`src/rtl/seq_detect_param.sv`:
```
// Serial bit-pattern detector for any 2..16-bit pattern. Mismatches follow the KMP
// failure transitions, and a saturating counter records how many matches were seen.
module seq_detect_param #(
   parameter int               PAT_LEN = 4,
   parameter logic [PAT_LEN-1:0] PATTERN = 4'b1010,
   parameter bit               OVERLAP = 1'b1,
   parameter bit               MOORE   = 1'b0,
   parameter int               CNT_W   = 8,
   localparam int              SW      = (PAT_LEN > 2) ? $clog2(PAT_LEN) : 1
) (
   input  logic             clk,
   input  logic             rst,
   input  logic             i,
   input  logic             en,
   output logic             q,
   output logic [SW-1:0]    pst,
   output logic [SW-1:0]    nst,
   output logic [CNT_W-1:0] match_cnt,
   output logic             cnt_sat
);

   localparam logic [SW-1:0] LAST = SW'(PAT_LEN - 1);

   // Bit of the pattern at receive position pos; position 0 is the first bit on the wire.
   function automatic logic pat_bit(input int pos);
      logic [PAT_LEN-1:0] sh;
      sh = PATTERN >> (PAT_LEN - 1 - pos);
      return sh[0];
   endfunction

   // Longest proper pattern prefix that is a suffix of (first k pattern bits, b).
   function automatic int kmp_next(input int k, input logic b);
      int   best;
      logic ok;
      logic sx;
      best = 0;
      for (int j = 1; j < PAT_LEN; j++) begin
         if (j <= k + 1) begin
            ok = 1'b1;
            for (int t = 0; t < j; t++) begin
               sx = ((k + 1 - j + t) < k) ? pat_bit(k + 1 - j + t) : b;
               if (sx != pat_bit(t)) ok = 1'b0;
            end
            if (ok) best = j;
         end
      end
      return best;
   endfunction

   logic [SW-1:0]    nxt0 [2**SW];
   logic [SW-1:0]    nxt1 [2**SW];
   logic [SW-1:0]    pst_q;
   logic [SW-1:0]    nst_d;
   logic [CNT_W-1:0] cnt_q;
   logic             q_q;
   logic             match;

   for (genvar s = 0; s < 2**SW; s++) begin : g_tr
      localparam int N0 = (s < PAT_LEN) ? kmp_next(s, 1'b0) : 0;
      localparam int N1 = (s < PAT_LEN) ? kmp_next(s, 1'b1) : 0;
      assign nxt0[s] = SW'(N0);
      assign nxt1[s] = SW'(N1);
   end

   always_comb begin
      match = en & (pst_q == LAST) & (i == PATTERN[0]);
      nst_d = pst_q;
      if (en) nst_d = i ? nxt1[pst_q] : nxt0[pst_q];
      if (match && !OVERLAP) nst_d = '0;
   end

   always_ff @(posedge clk) begin
      if (rst) begin
         pst_q <= '0;
         cnt_q <= '0;
         q_q   <= 1'b0;
      end else begin
         pst_q <= nst_d;
         q_q   <= match;
         if (match && !cnt_sat) cnt_q <= cnt_q + CNT_W'(1);
      end
   end

   assign q         = MOORE ? q_q : match;
   assign pst       = pst_q;
   assign nst       = nst_d;
   assign match_cnt = cnt_q;
   assign cnt_sat   = &cnt_q;

endmodule

```
`config.mk`:
```
export PLATFORM = sky130hd
export DESIGN_NAME = seq_detect_param
export DESIGN_NICKNAME = d
export VERILOG_FILES = /design/src/rtl/seq_detect_param.sv
export SDC_FILE = /design/constraint.sdc
export NUM_CORES = 1
export LEC_CHECK = 0
export ABC_AREA = 1
export BUFFER_PORTS_ARGS = -buffer_cell sky130_fd_sc_hd__buf_2
export CELL_PAD_IN_SITES_DETAIL_PLACEMENT = 1
export CELL_PAD_IN_SITES_GLOBAL_PLACEMENT = 2
export CORE_UTILIZATION = 24
export CTS_BUF_LIST = sky130_fd_sc_hd__clkbuf_4 sky130_fd_sc_hd__clkbuf_8
export CTS_CLUSTER_SIZE = 16
export DETAILED_ROUTE_END_ITERATION = 8
export GPL_ROUTABILITY_DRIVEN = 0
export GPL_TIMING_DRIVEN = 0
export PLACE_DENSITY_LB_ADDON = 0.1
export SLEW_MARGIN = 20
export SYNTH_ARGS = -nofsm -noshare
export SYNTH_HDL_FRONTEND = slang
export SYNTH_SLANG_ARGS = --single-unit
```
`constraint.sdc`:
```
create_clock -name clk -period 1.25 [get_ports clk]
set_input_delay 0 -clock clk [delete_from_list [all_inputs] [get_ports clk]]
set_output_delay 0 -clock clk [all_outputs]
set_load 0.1 [all_outputs]
```
* Word level (Yosys, flattened, before mapping)
Cells that the tools add are included.
** Word-level totals
- Register bits after elaboration :: 10
- Bits in latches :: 0
- Bits in writable memories :: 0
- Memory bits (read-only) :: 0
- Output and inout bits :: 14
- Word-level logic and storage cells :: 20
- Memories kept :: 0
** Operators by class
- $add $sub $neg :: 1
- $mul :: 0
- Div/mod/pow operators :: 0
- $lt $le $gt $ge :: 1
- Eq/ne operators :: 1
- Shifts and indexed selects :: 0
- Multiplexer cells :: 8
- Bitwise gates (word level) :: 4
- Reductions and logical operators :: 3
** Operators by type and width (number)
- 2-bit 2-to-1 mux :: 6
- 8-bit by 1-bit adder with 8-bit output, second input constant :: 1
- 2-bit binary-select mux with 2-bit select :: 2
- 8-bit AND reduction :: 1
- 3-bit greater-or-equal comparator, second input constant :: 1
- 2-bit NOT with 3-bit output :: 1
- 1-bit AND :: 2
- 2-bit equality test, second input constant :: 1
- 1-bit logical AND :: 1
- 1-bit logical NOT :: 1
- 1-bit NOT :: 1

* Depth between registers and ports, before layout
- Word-level depth :: 6
- Depth in mapped cells :: 9
- Mapped depth without buffers :: 9

* Worst setup path after synthesis
OpenSTA, ideal clock, no wires.
- Path kind :: register -> register
- Start :: reg cnt_q[0], in the netlist match_cnt[0]
- End :: reg cnt_q[5], in the netlist match_cnt[5]
- Arrival :: 2.590 ns
- Data required time :: 1.133 ns
- Setup slack :: -1.457 ns
- Stages on the path, launching flop included :: 9
- Path buffers :: 0
- Clock period less this slack :: 2.707 ns
- Cells stage by stage :: dfxtp_1 > ha_1 > nand2_2 > nor2_2 > nand2_4 > inv_1 > nor2_1 > nor2_1 > nor2_1
** Between the ends
- Longest elaborated chain between the ends :: 3
** RTL lines
- start: declaration :: line 54 : logic [CNT_W-1:0] cnt_q;
- start signal: assignment :: line 80 : if (match && !cnt_sat) cnt_q <= cnt_q + CNT_W'(1);
- 8-bit AND reduction :: line 88 : assign cnt_sat = &cnt_q;
- via cnt_sat :: line 19 : output logic cnt_sat
- 1-bit logical NOT :: line 80
- 1-bit logical AND :: line 80
The timed path passes the listed nets, and every way through them passes these cells.
A chain may end at the register's enable or synchronous reset.

* Worst setup path in the final report
- Start :: reg cnt_q[0], in the netlist match_cnt[0]
- End :: out cnt_sat
** Between the ends
- Longest elaborated chain between the ends :: 1
** RTL lines (line)
- 8-bit AND reduction :: 88
- end: declaration :: 19
Every way passes these cells.

==> flow_summary.toml <==
[status]
status = "complete, but fails checks"
violations = "negative setup slack"

[floorplan]
pin_count = 18
core_area_um2 = 2230
dieWidth_um = 50.9
die_h_um = 50.9
die-area_um2 = 2590
row_count = 17
start_util_pct = 25.7

[final_layout]
antennaDiodeCount = 0
nets = 120
fin_util_pct = 45.0
syn_to_final_growth_pct = 75.5
fillCellCount = 282
drive_above_1_share_pct = 58.8

[critical_path]
cp_slowest_cell = "dfxtp_4"
endpoint_kind = "primary output"
worstSetupPathType = "reg -> out"
path_max_fanout = 4
crit_top_cell = "nand2_4"
max_stage_delay_ns = 0.37
crit_buf_inv = 2
critPathLaunchType = "flip-flop"
crit_family = "flip-flops"
required_ns = 1.25
crit_arrival_ns = 1.30
cp_cell_sequence = "ha_4, nand2_4, nor2_4, nand2_4, clkinvlp_4, buf_12"

[yosys]
synth_top_family_by_area = "simple AND/OR/NAND/NOR gates"
synth_edf_count = 0
synth_compound_area_share_pct = 10.9
syn-num-nets = 88
synth_warnings = 0
async_flop_share_pct = 0
synth.area.top_cells = "dfxtp_1 35%, nand2_1 13%, nor2_1 8.5%"
syn_area_um2 = 573
ys_types = 21
synthSimpleGateAreaFrac_pct = 43.0
ys_seq_elements = 10
yosysTopAreaCellShare_pct = 34.9
synth_top_area_cell = "dfxtp_1"
synth_most_common_cell = "nand2_1"
syn_inst = 83
synth-xor-area-share_pct = 0
dominantRegCellSynth = "dfxtp_1"
seq_area_frac_synth_pct = 34.9
synth_common_cells = "20 x nand2_1, 13 x nor2_1, 12 x inv_1"
synth.avg_cell_area_um2 = 6.90
muxShareOfSynthArea_pct = 0
synth_fa_ha_area_share_pct = 2.18

[sta]
slew_headroom_pct = 67.8
fin_crit_sh_pct = 104
setup_viol = 4
period_needed_ns = 1.30
final_max_slew_viol_count = 0
hold_violations = 0
worst_slew_pin_slew_ns = 0.486
rsz0062_at_grt = "yes"
fin_worst_skew_ns = 0.00658
final.setup.worst_slack_ns = -0.0524
setup_tns_ns = -0.103
max_freq_mhz = 768

[clocking]
clockRootBuffer = "clkbuf_4"
htreeDepth = 1
clkSlewWorstSetupHoldPaths_ns = 0.08
clockBufferDepth = 2
numCtsBuffers = 3
clock-sinks = 10
cts_tree = "yes"
clock_latency_ns = 0.27

[power]
internal_power_uw = 515
swShare_pct = 31.3
p_comb_share_pct = 16.5
powerDensity_nw_per_um2 = 745
pwr-share-seq_pct = 41.4
pwr-share-clk_pct = 42.1
power_switching_uw = 234
p_leak_nw = 0.482
peakVddDrop_v = 0.000512

[global_routing]
overflow = 0
grt_pass1_wl_mm = 2.80
track_usage_pct = 14.8
grt_pass1_vias = 648
antenna_found_initial = 0
grt_max_degree = 8

[route]
vias = 636
drt-initial-drc-count = 5
wire_per_inst_um = 12.1
drtPass1Iterations = 4
viasPerCell = 4.48
routed_wl_mm = 1.72
drc_errors = 0
final_antenna_net_count = 0

[place]
portBuffers = 17
post-dp-hpwl_mm = 1.15

[job]
maxCapViolCount = 0

[hold_path]
hold_class = "in -> reg"
-- flip-flops by register name, indices dropped and copies added, names as in the netlist --
signal,flops
pst,2
match_cnt,8
-- cell usage in the layout (no fill, tap or decap), drive strengths merged --
master and instances:
nand4 2, o21ai 2, inv 12, clkbuf 4, buf 26, nor3 1
dfxtp 10, o211ai 1, dlygate4sd3 1, ha 1, a31oi 1, nand3 2
nand2 25, a21oi 4, a211oi 1, nand3b 1, clkinvlp 1, o21bai 1
nor2 18
-- final timing paths --
check                                   from      endpoint  slack (ns)  cells past startpoint
worst max-delay path            match_cnt[0]       cnt_sat       -0.05                      6
worst min-delay path                       i        pst[1]        0.08                      4
worst max register to register  match_cnt[0]  match_cnt[5]       -0.03                      9
worst min register to register  match_cnt[4]  match_cnt[4]        0.51                      2
-- metrics by stage --
step	std cells	power, mW	hold slack [ns]	instance area (um2)	setup WS [ns]
4_1_cts	138	0.742	0.0769	911	-0.0519
6_report	142	0.750	0.0753	1010	-0.0524
5_1_grt	142	0.773	0.106	1010	-0.123
3_5_place_dp	128	0.424	0.206	783	-0.0482
3_3_place_gp	128	0.423	0.202	783	-0.0352
2_1_floorplan	83	0.403	0.0533	663	-0.459
-- kinds of logic (layout without fill, tap and decap cells) --
| kind of cell | count (synthesis) | after routing |
|---|---|---|
| AO/OA/AOI/OAI | 10 | 10 |
| buffers and inverters | 13 | 44 |
| flip-flops | 10 | 10 |
| AND/OR/NAND/NOR | 49 | 49 |
| adder cells (fa/ha/maj) | 1 | 1 |
-- routing by layer --
layer | share of wire [%] | GRT usage [%] | vias to the layer above
met5 | 0 | 0 | -
met4 | 1.5 | 8.33 | 0
met3 | 2.5 | 1.79 | 2
met2 | 51 | 26.2 | 11
met1 | 45 | 17.2 | 293
li1 | - | - | 330
-- what timing repair did --
| item | CTS | global route |
|---|---|---|
| pin swaps | 2 | 6 |
| endpoints found under the hold margin | 3 | 0 |
| gates resized for setup | 8 | 19 |
| hold buffers | 1 | 0 |
| setup endpoints to repair | 4 | 11 |
| buffers inserted | 5 | 4 |
-- area by class of cell --
class                      count  area [um2]  share of cell area (%)
multi-input combinational     60         419                    41.7
sequential                    10         235                    23.4
inverter                      13        62.6                    6.22
clock buffer                   4        36.3                    3.61
tap                           28        35.0                    3.48
timing repair buffer          27         218                    21.6
-- worst reg2reg max path, delay by kind of cell, from the launching register on --
kind	cells	cell delay, ns
fa+ha+maj	1	0.17
simple gates	6	0.43
buf+inv	2	0.24
flops	1	0.36
-- power by group through the flow --
stage	Combinational (mW)	Sequential (mW)	Clock [mW]
3_3_place_gp	0.106	0.317	0
3_5_place_dp	0.106	0.317	0
4_1_cts	0.113	0.310	0.319
2_1_floorplan	0.0610	0.342	0
5_1_grt	0.131	0.311	0.331
6_report	0.124	0.311	0.315
Note: power is estimated with default switching activity, not from simulation.
